File: src/rtl/pcie_pixel_packer.sv
// Purpose : pack 32-bit filtered pixels into 64-bit words, buffer them in a FWFT FIFO for the PCIe TX/DMA engine.
// Latency : a completed word is visible at out_data one cycle after the accept edge that completes it.
// Backpr. : pix_ready drops when the FIFO holds DEPTH words; out_data/out_last hold while out_valid & !out_ready.
//
// Ports:
//   clk, n_rst                      clock, synchronous active-low reset
//   pix_data/pix_valid/pix_last     pixel stream in, pix_ready back to the filter
//   out_data/out_last/out_valid     FIFO head word out, out_ready from PCIe side
//   fifo_count                      FIFO occupancy (0..DEPTH)
//   frame_done                      one-cycle pulse after a last word is consumed

// Generic first-word-fall-through FIFO.
// Head entry is presented combinationally; rd_dat reads zero while empty.
// Writes are dropped when full, reads are ignored when empty.
module sync_fifo #(
  parameter int W     = 65,
  parameter int DEPTH = 8,
  parameter int CNT_W = 4
) (
  input  logic             clk,
  input  logic             n_rst,
  input  logic             wr_vld,
  input  logic [W-1:0]     wr_dat,
  input  logic             rd_rdy,
  output logic             rd_vld,
  output logic [W-1:0]     rd_dat,
  output logic [CNT_W-1:0] count,
  output logic [CNT_W-1:0] count_nxt
);
  localparam int PTR_W = $clog2(DEPTH);

  logic [W-1:0]     mem [DEPTH];
  logic [PTR_W-1:0] wr_ptr;
  logic [PTR_W-1:0] rd_ptr;
  logic [CNT_W-1:0] count_q;
  logic             do_wr;
  logic             do_rd;

  assign do_wr = wr_vld && (count_q != CNT_W'(DEPTH));
  assign do_rd = rd_rdy && (count_q != '0);

  always_comb begin
    count_nxt = count_q;
    if (do_wr && !do_rd) count_nxt = count_q + CNT_W'(1);
    if (!do_wr && do_rd) count_nxt = count_q - CNT_W'(1);
  end

  // Pointers wrap naturally because DEPTH is a power of two.
  always_ff @(posedge clk) begin
    if (!n_rst) begin
      wr_ptr  <= '0;
      rd_ptr  <= '0;
      count_q <= '0;
    end else begin
      if (do_wr) wr_ptr <= wr_ptr + PTR_W'(1);
      if (do_rd) rd_ptr <= rd_ptr + PTR_W'(1);
      count_q <= count_nxt;
    end
  end

  // Storage needs no reset: stale entries are masked by the occupancy count.
  always_ff @(posedge clk) begin
    if (do_wr) mem[wr_ptr] <= wr_dat;
  end

  assign rd_vld = (count_q != '0);
  assign rd_dat = rd_vld ? mem[rd_ptr] : '0;
  assign count  = count_q;
endmodule

module pcie_pixel_packer #(
  parameter int DEPTH = 8,
  parameter int CNT_W = 4
) (
  input  logic             clk,
  input  logic             n_rst,
  input  logic [31:0]      pix_data,
  input  logic             pix_valid,
  input  logic             pix_last,
  output logic             pix_ready,
  output logic [63:0]      out_data,
  output logic             out_last,
  output logic             out_valid,
  input  logic             out_ready,
  output logic [CNT_W-1:0] fifo_count,
  output logic             frame_done
);
  typedef enum logic {EMPTY_HALF, HAVE_LOW} state_t;

  state_t           state_q;
  state_t           state_d;
  logic [31:0]      half_q;
  logic             half_ld;
  logic             ready_q;
  logic             frame_done_q;
  logic             accept;
  logic             wr_vld;
  logic [64:0]      wr_dat;
  logic [64:0]      rd_dat;
  logic [CNT_W-1:0] count_nxt;

  assign accept = pix_valid && ready_q;

  always_comb begin
    state_d = state_q;
    half_ld = 1'b0;
    wr_vld  = 1'b0;
    wr_dat  = '0;
    if (accept) begin
      case (state_q)
        EMPTY_HALF: begin
          if (pix_last) begin
            // Odd frame tail: lone pixel goes out in the low half, upper half zero.
            wr_vld = 1'b1;
            wr_dat = {1'b1, 32'h0, pix_data};
          end else begin
            half_ld = 1'b1;
            state_d = HAVE_LOW;
          end
        end
        HAVE_LOW: begin
          wr_vld  = 1'b1;
          wr_dat  = {pix_last, pix_data, half_q};
          state_d = EMPTY_HALF;
        end
      endcase
    end
  end

  // ready is registered from the next occupancy so it tracks fifo_count < DEPTH
  // without a combinational path from out_ready; it is held low through reset.
  always_ff @(posedge clk) begin
    if (!n_rst) begin
      state_q      <= EMPTY_HALF;
      half_q       <= '0;
      ready_q      <= 1'b0;
      frame_done_q <= 1'b0;
    end else begin
      state_q      <= state_d;
      if (half_ld) half_q <= pix_data;
      ready_q      <= (count_nxt < CNT_W'(DEPTH));
      frame_done_q <= out_valid && out_ready && out_last;
    end
  end

  sync_fifo #(
    .W     (65),
    .DEPTH (DEPTH),
    .CNT_W (CNT_W)
  ) u_fifo (
    .clk       (clk),
    .n_rst     (n_rst),
    .wr_vld    (wr_vld),
    .wr_dat    (wr_dat),
    .rd_rdy    (out_ready),
    .rd_vld    (out_valid),
    .rd_dat    (rd_dat),
    .count     (fifo_count),
    .count_nxt (count_nxt)
  );

  assign out_last   = rd_dat[64];
  assign out_data   = rd_dat[63:0];
  assign pix_ready  = ready_q;
  assign frame_done = frame_done_q;
endmodule

File: config.mk
export PLATFORM = sky130hd
export DESIGN_NAME = pcie_pixel_packer
export DESIGN_NICKNAME = d
export VERILOG_FILES = /design/src/rtl/pcie_pixel_packer.sv
export SDC_FILE = /design/constraint.sdc
export NUM_CORES = 1
export LEC_CHECK = 0
export BUFFER_PORTS_ARGS = -buffer_cell sky130_fd_sc_hd__buf_4
export CAP_MARGIN = 10
export CORE_UTILIZATION = 30
export CTS_BUF_LIST = sky130_fd_sc_hd__clkbuf_2
export CTS_CLUSTER_DIAMETER = 150
export CTS_CLUSTER_SIZE = 10
export DETAILED_ROUTE_END_ITERATION = 10
export HOLD_SLACK_MARGIN = 0.1
export PLACE_DENSITY = 0.42
export SETUP_SLACK_MARGIN = 0.2
export SYNTH_ARGS = -nofsm -noshare
export SYNTH_HDL_FRONTEND = slang
export SYNTH_SLANG_ARGS = --single-unit
File: constraint.sdc
create_clock -name clk -period 11.1 [get_ports clk]
set_clock_uncertainty 0.2 [all_clocks]
set_input_delay 0.555 -clock clk [delete_from_list [all_inputs] [get_ports clk]]
set_output_delay 0.555 -clock clk [all_outputs]
set_load 0.03 [all_outputs]
Word level (Yosys, flattened, before mapping) --
Memories as Yosys holds them, arrays and structs flattened. A register that Yosys moved wholly into a read port is not among the register bits. Index checks and enable logic that the tools add are counted.
Word-level totals: register bits 45, bits of input ports 37, logic and storage cells 41, output and inout bits 72, bits in writable memories 520, memories 1
Memories:
- u_fifo.mem | depth 8, width 65, read ports 1, clocked after memory_dff 1, wr ports 1, RTL line 32 | logic [W-1:0] mem [DEPTH];
Cells by class: reduce and logical (&&, ||, !) cells 9, mux-type cells 17, bitwise gates (word level) 1, $add $sub $neg 4, magnitude comparators 1, equality and inequality tests 1
Operator list (count):
- $mux 65 | 3
- $pmux 65 s2 | 1
- $mux 4 | 2
- $mux 1 | 7
- $add 3x1->3 const B | 2
- $logic_and 1x1->1 | 6
- $mux 3 | 2
- $add 4x1->4 const B | 1
- $lt 4x4->1 const B | 1
- $ne 4x4->1 const B | 1
- $pmux 1 s2 | 2
- $reduce_bool 4->1 | 1
- $sub 4x1->4 const B | 1
- $logic_not 1->1 | 2
- $not 1->1 | 1

Longest topological paths before layout --
depth in word-level cells 8, gate-level depth with buffers 13

Modules after synthesis --
Synthesis repeated with hierarchy kept, for this count alone.
Second synthesis, totals: cells, all modules 1211, area total of the unflattened synthesis 22665.5 sq um
By module, submodules not included:
- sync_fifo | cells each 911, area each 20413.3 sq um, seq. area each 15875.2 sq um, instances 1
- pcie_pixel_packer | cells each 300, area each 2252.2 sq um, seq. area each 700.7 sq um, instances 1

Worst setup path before layout --
OpenSTA, ideal clock, no wires.
path kind register to register, start register u_fifo.count_q[0], in the netlist u_fifo.count[0], end memory u_fifo.mem[0][0], enable pin, data arrival time 7548 ps, path buffers 1, path slack 2703 ps, data required time 10252 ps, clock period less this slack 8397 ps, stages on the path, launching flop included 7, path through dfxtp_1 > inv_1 > ha_1 > nor2b_1 > a21o_1 > buf_2 > nor4_1
Between the ends: longest elaborated chain between the ends 4
Ends and longest elaborated chain:
- start, declared | RTL line 35 | logic [CNT_W-1:0] count_q;
- start signal, assigned | RTL line 57 | count_q <= count_nxt;
- $ne 4x4->1 | RTL line 39 | assign do_wr = wr_vld && (count_q != CNT_W'(DEPTH));
- $logic_and 1x1->1 | RTL line 39
- $mux 1 | RTL line 63 | if (do_wr) mem[wr_ptr] <= wr_dat;
- $mux 1 (not written as such) | RTL line 63
- end, declared | RTL line 32
No other way between the ends.

==> results.sh <==
export IMPL_core_mm2=0.0743
export IMPL_antenna_found_initial=6
export IMPL_rr_worst_depth=7
export IMPL_io_pins=109
export IMPL_initial_core_util=0.303
export IMPL_max_freq_mhz=200
export IMPL_die_x_um=276
export IMPL_grt_pass1_vias=12800
export IMPL_clkSlewWorstSetupHoldPaths_ns=0.20
export IMPL_syn_instance_count=1243
export IMPL_overflow=0
export IMPL_synth_seq_area_share=0.736
export IMPL_antenna_left=0
export IMPL_crit_required_ns=10.35
export IMPL_highest_layer="met5"
export IMPL_drt_iter0_drc=899
export IMPL_synth_nets=1286
export IMPL_areaGrowthSynthToFinish_pct=15.2
export IMPL_rsz0062_at_grt="no"
export IMPL_wl_met3_um=2970
export IMPL_cts_tree="built"
export IMPL_peakVddDrop_v=0.0000455
export IMPL_maxCapViolations=0
export IMPL_vias_per_cell=4.83
export IMPL_slowest_stage="dfxtp_4"
export IMPL_final_area_mm2=0.0260
export IMPL_routed_wirelength_um=60700
export IMPL_route_detailed_drc=0
export IMPL_slowest_delay_ns=0.75
export IMPL_path_cells="buf_4, buf_4, mux4_2, mux2i_1, nor2_1, buf_4"
export IMPL_yosys_top_cells_area="edfxtp_1 (69%), mux4_2 (13%), dfxtp_1 (4.3%)"
export IMPL_fin_crit_sh=0.450
export IMPL_io_buffers=108
export IMPL_crit_arrival_ns=4.24
export IMPL_drtPass1Iterations=5
export IMPL_status="complete, no violations"
export IMPL_worst_setup_path_type="register to output port"
export IMPL_synth_area_mm2=0.0225
export IMPL_syn_avg_cell_area_um2=18.1
export IMPL_routed_wl_met2_um=28600
export IMPL_maxSlewViolCount=0
export IMPL_crit_path_end_kind="output port"
export IMPL_setup_violations=0
export IMPL_tightest_slew_ns=1.03
export IMPL_min_delay_path_depth=2
export IMPL_p_total_uw=3410
export IMPL_worstPathMaxFanout=31
export IMPL_slew_limit_headroom=0.311
export IMPL_worstSkewPairLatency_ns=1.04
export IMPL_final_hold_viol_count=0
export IMPL_yosysMostFrequentCell="edfxtp_1"
export IMPL_wl_met1_um=28000
export IMPL_period_needed_ns=4.99
export IMPL_grt_pass1_wl_um=88500
export IMPL_fin_tns_setup_ns=0
export IMPL_startpoint_type="register"
export IMPL_die_h_um=276
export IMPL_synth_top_cells_by_count="edfxtp_1 (520), nor2_1 (132), mux4_2 (130), nand2_1 (106), mux2i_1 (68)"
export IMPL_cts_buffer_depth=3
export IMPL_root_buffer="clkbuf_2"
export IMPL_synth_warnings=0
export IMPL_dp_hpwl_um=33900
export IMPL_grt_start_max_net_pins=99
export IMPL_cts_sinks=568
export IMPL_cts_htree_levels=3
export IMPL_synth_edff_count=520
export IMPL_synthArstFlopShare=0
export IMPL_cts_hold_buf=105
export IMPL_routedWlPerCell_um=24.6
export IMPL_drive_gt1_frac=0.250
export IMPL_grt_usage=0.160
export IMPL_die_area_mm2=0.0762
export IMPL_hold_path_class="register to register"
export IMPL_cts_buffers=66
export IMPL_synth_top_area_cell="edfxtp_1"
export IMPL_synth_ff_type="edfxtp_1"
export IMPL_nets=1515
export IMPL_synth_seq_cells=568
export IMPL_powerDensity_mw_per_mm2=131
export IMPL_vias=11900
export IMPL_postCtsSetupRepairBufs=0
export IMPL_nFillCells=7180
export IMPL_ys_types=39
export IMPL_cts_resized=0
export IMPL_routabilityCongestion=0.759
export IMPL_num_rows=100
export IMPL_leakage_uw=0.00869
export IMPL_dpl_instance_area_mm2=0.0244
export IMPL_holdWs_ns=0.271
export IMPL_synth_top_area_share=0.693
export IMPL_cp_common_cell="buf_4"
[report_power, final]
group          switching [µW]  total [µW]  internal, µW
registers                11.4        2340          2330
clock network             688         905           217
logic                    98.4         168          69.3
[final timing paths]
path / startpoint / slack (ns) / end
min: half_q[17] / 0.27 / half_q[17]
max: register / 6.11 / out_data[63]
min reg2reg: half_q[17] / 0.27 / half_q[17]
max reg2reg: state_q / 7.03 / u_fifo.mem[4][42]
[critical path: cells and delay by family, from the launching register on]
| kind | cells | cell delay (ns) |
|---|---|---|
| buf+inv | 3 | 1.51 |
| mux | 2 | 0.80 |
| flops | 1 | 0.75 |
| simple gates | 1 | 0.07 |
[cell type report]
| cell class | count | area, µm² | share of cell area |
|---|---|---|---|
| multi-input cells | 588 | 5570 | 0.215 |
| flip-flops and latches | 568 | 16600 | 0.639 |
| well taps | 969 | 1210 | 0.0467 |
| clock inverters | 3 | 11.3 | 0.000434 |
| clock buffers | 94 | 470 | 0.0181 |
| inverters | 8 | 30.0 | 0.00116 |
| diodes | 2 | 5.00 | 0.000193 |
| repair buffers | 240 | 2060 | 0.0795 |
[cell usage in the layout (no fill, tap or decap), types with 30 or more instances in the layout]
master	Yosys	routed
a21boi_1	30	30
dlygate4sd3_1	0	105
nand2_1	106	106
mux2i_1	68	68
a21oi_1	30	30
nor2_1	132	129
buf_4	1	135
clkbuf_2	0	94
dfxtp_1	48	44
mux4_2	130	130
and3_1	34	34
edfxtp_1	520	520
[routing by layer]
| metal | track usage | vias up |
|---|---|---|
| li1 | - | 5292 |
| met1 | 0.225 | 6262 |
| met2 | 0.254 | 305 |
| met3 | 0.0283 | 80 |
| met4 | 0.0456 | 4 |
| met5 | 0 | - |
[flip-flops by register name (all words and copies together) (netlist names), named ones only]
register       cells
u_fifo.wr_ptr      3
half_q            32
state_q            1
u_fifo.rd_ptr      3
pix_ready          1
frame_done         1
u_fifo.count       3
u_fifo.mem       520
[cells by family after synthesis]
kind of cell | Yosys count | share of synthesized area
xor gates and xnor gates | 4 | 0.00156
muxes | 198 | 0.160
and+or+nand+nor | 299 | 0.0563
buffers and inverters | 87 | 0.0194
DFF | 568 | 0.736
AOI/OAI and AO/OA | 81 | 0.0234
adders and majority gates | 6 | 0.00333
[stage by stage]
step / setup WS, ns / cells / utilization
floorplan: 2.70 / 1243 / -
global placement: 7.03 / 2268 / 0.329
global route: 5.62 / 2472 / 0.349
CTS: 5.72 / 2470 / 0.349
finish: 6.11 / 2472 / 0.349
detailed placement: 7.01 / 2268 / 0.329
Power figures use the tool's default switching activity.
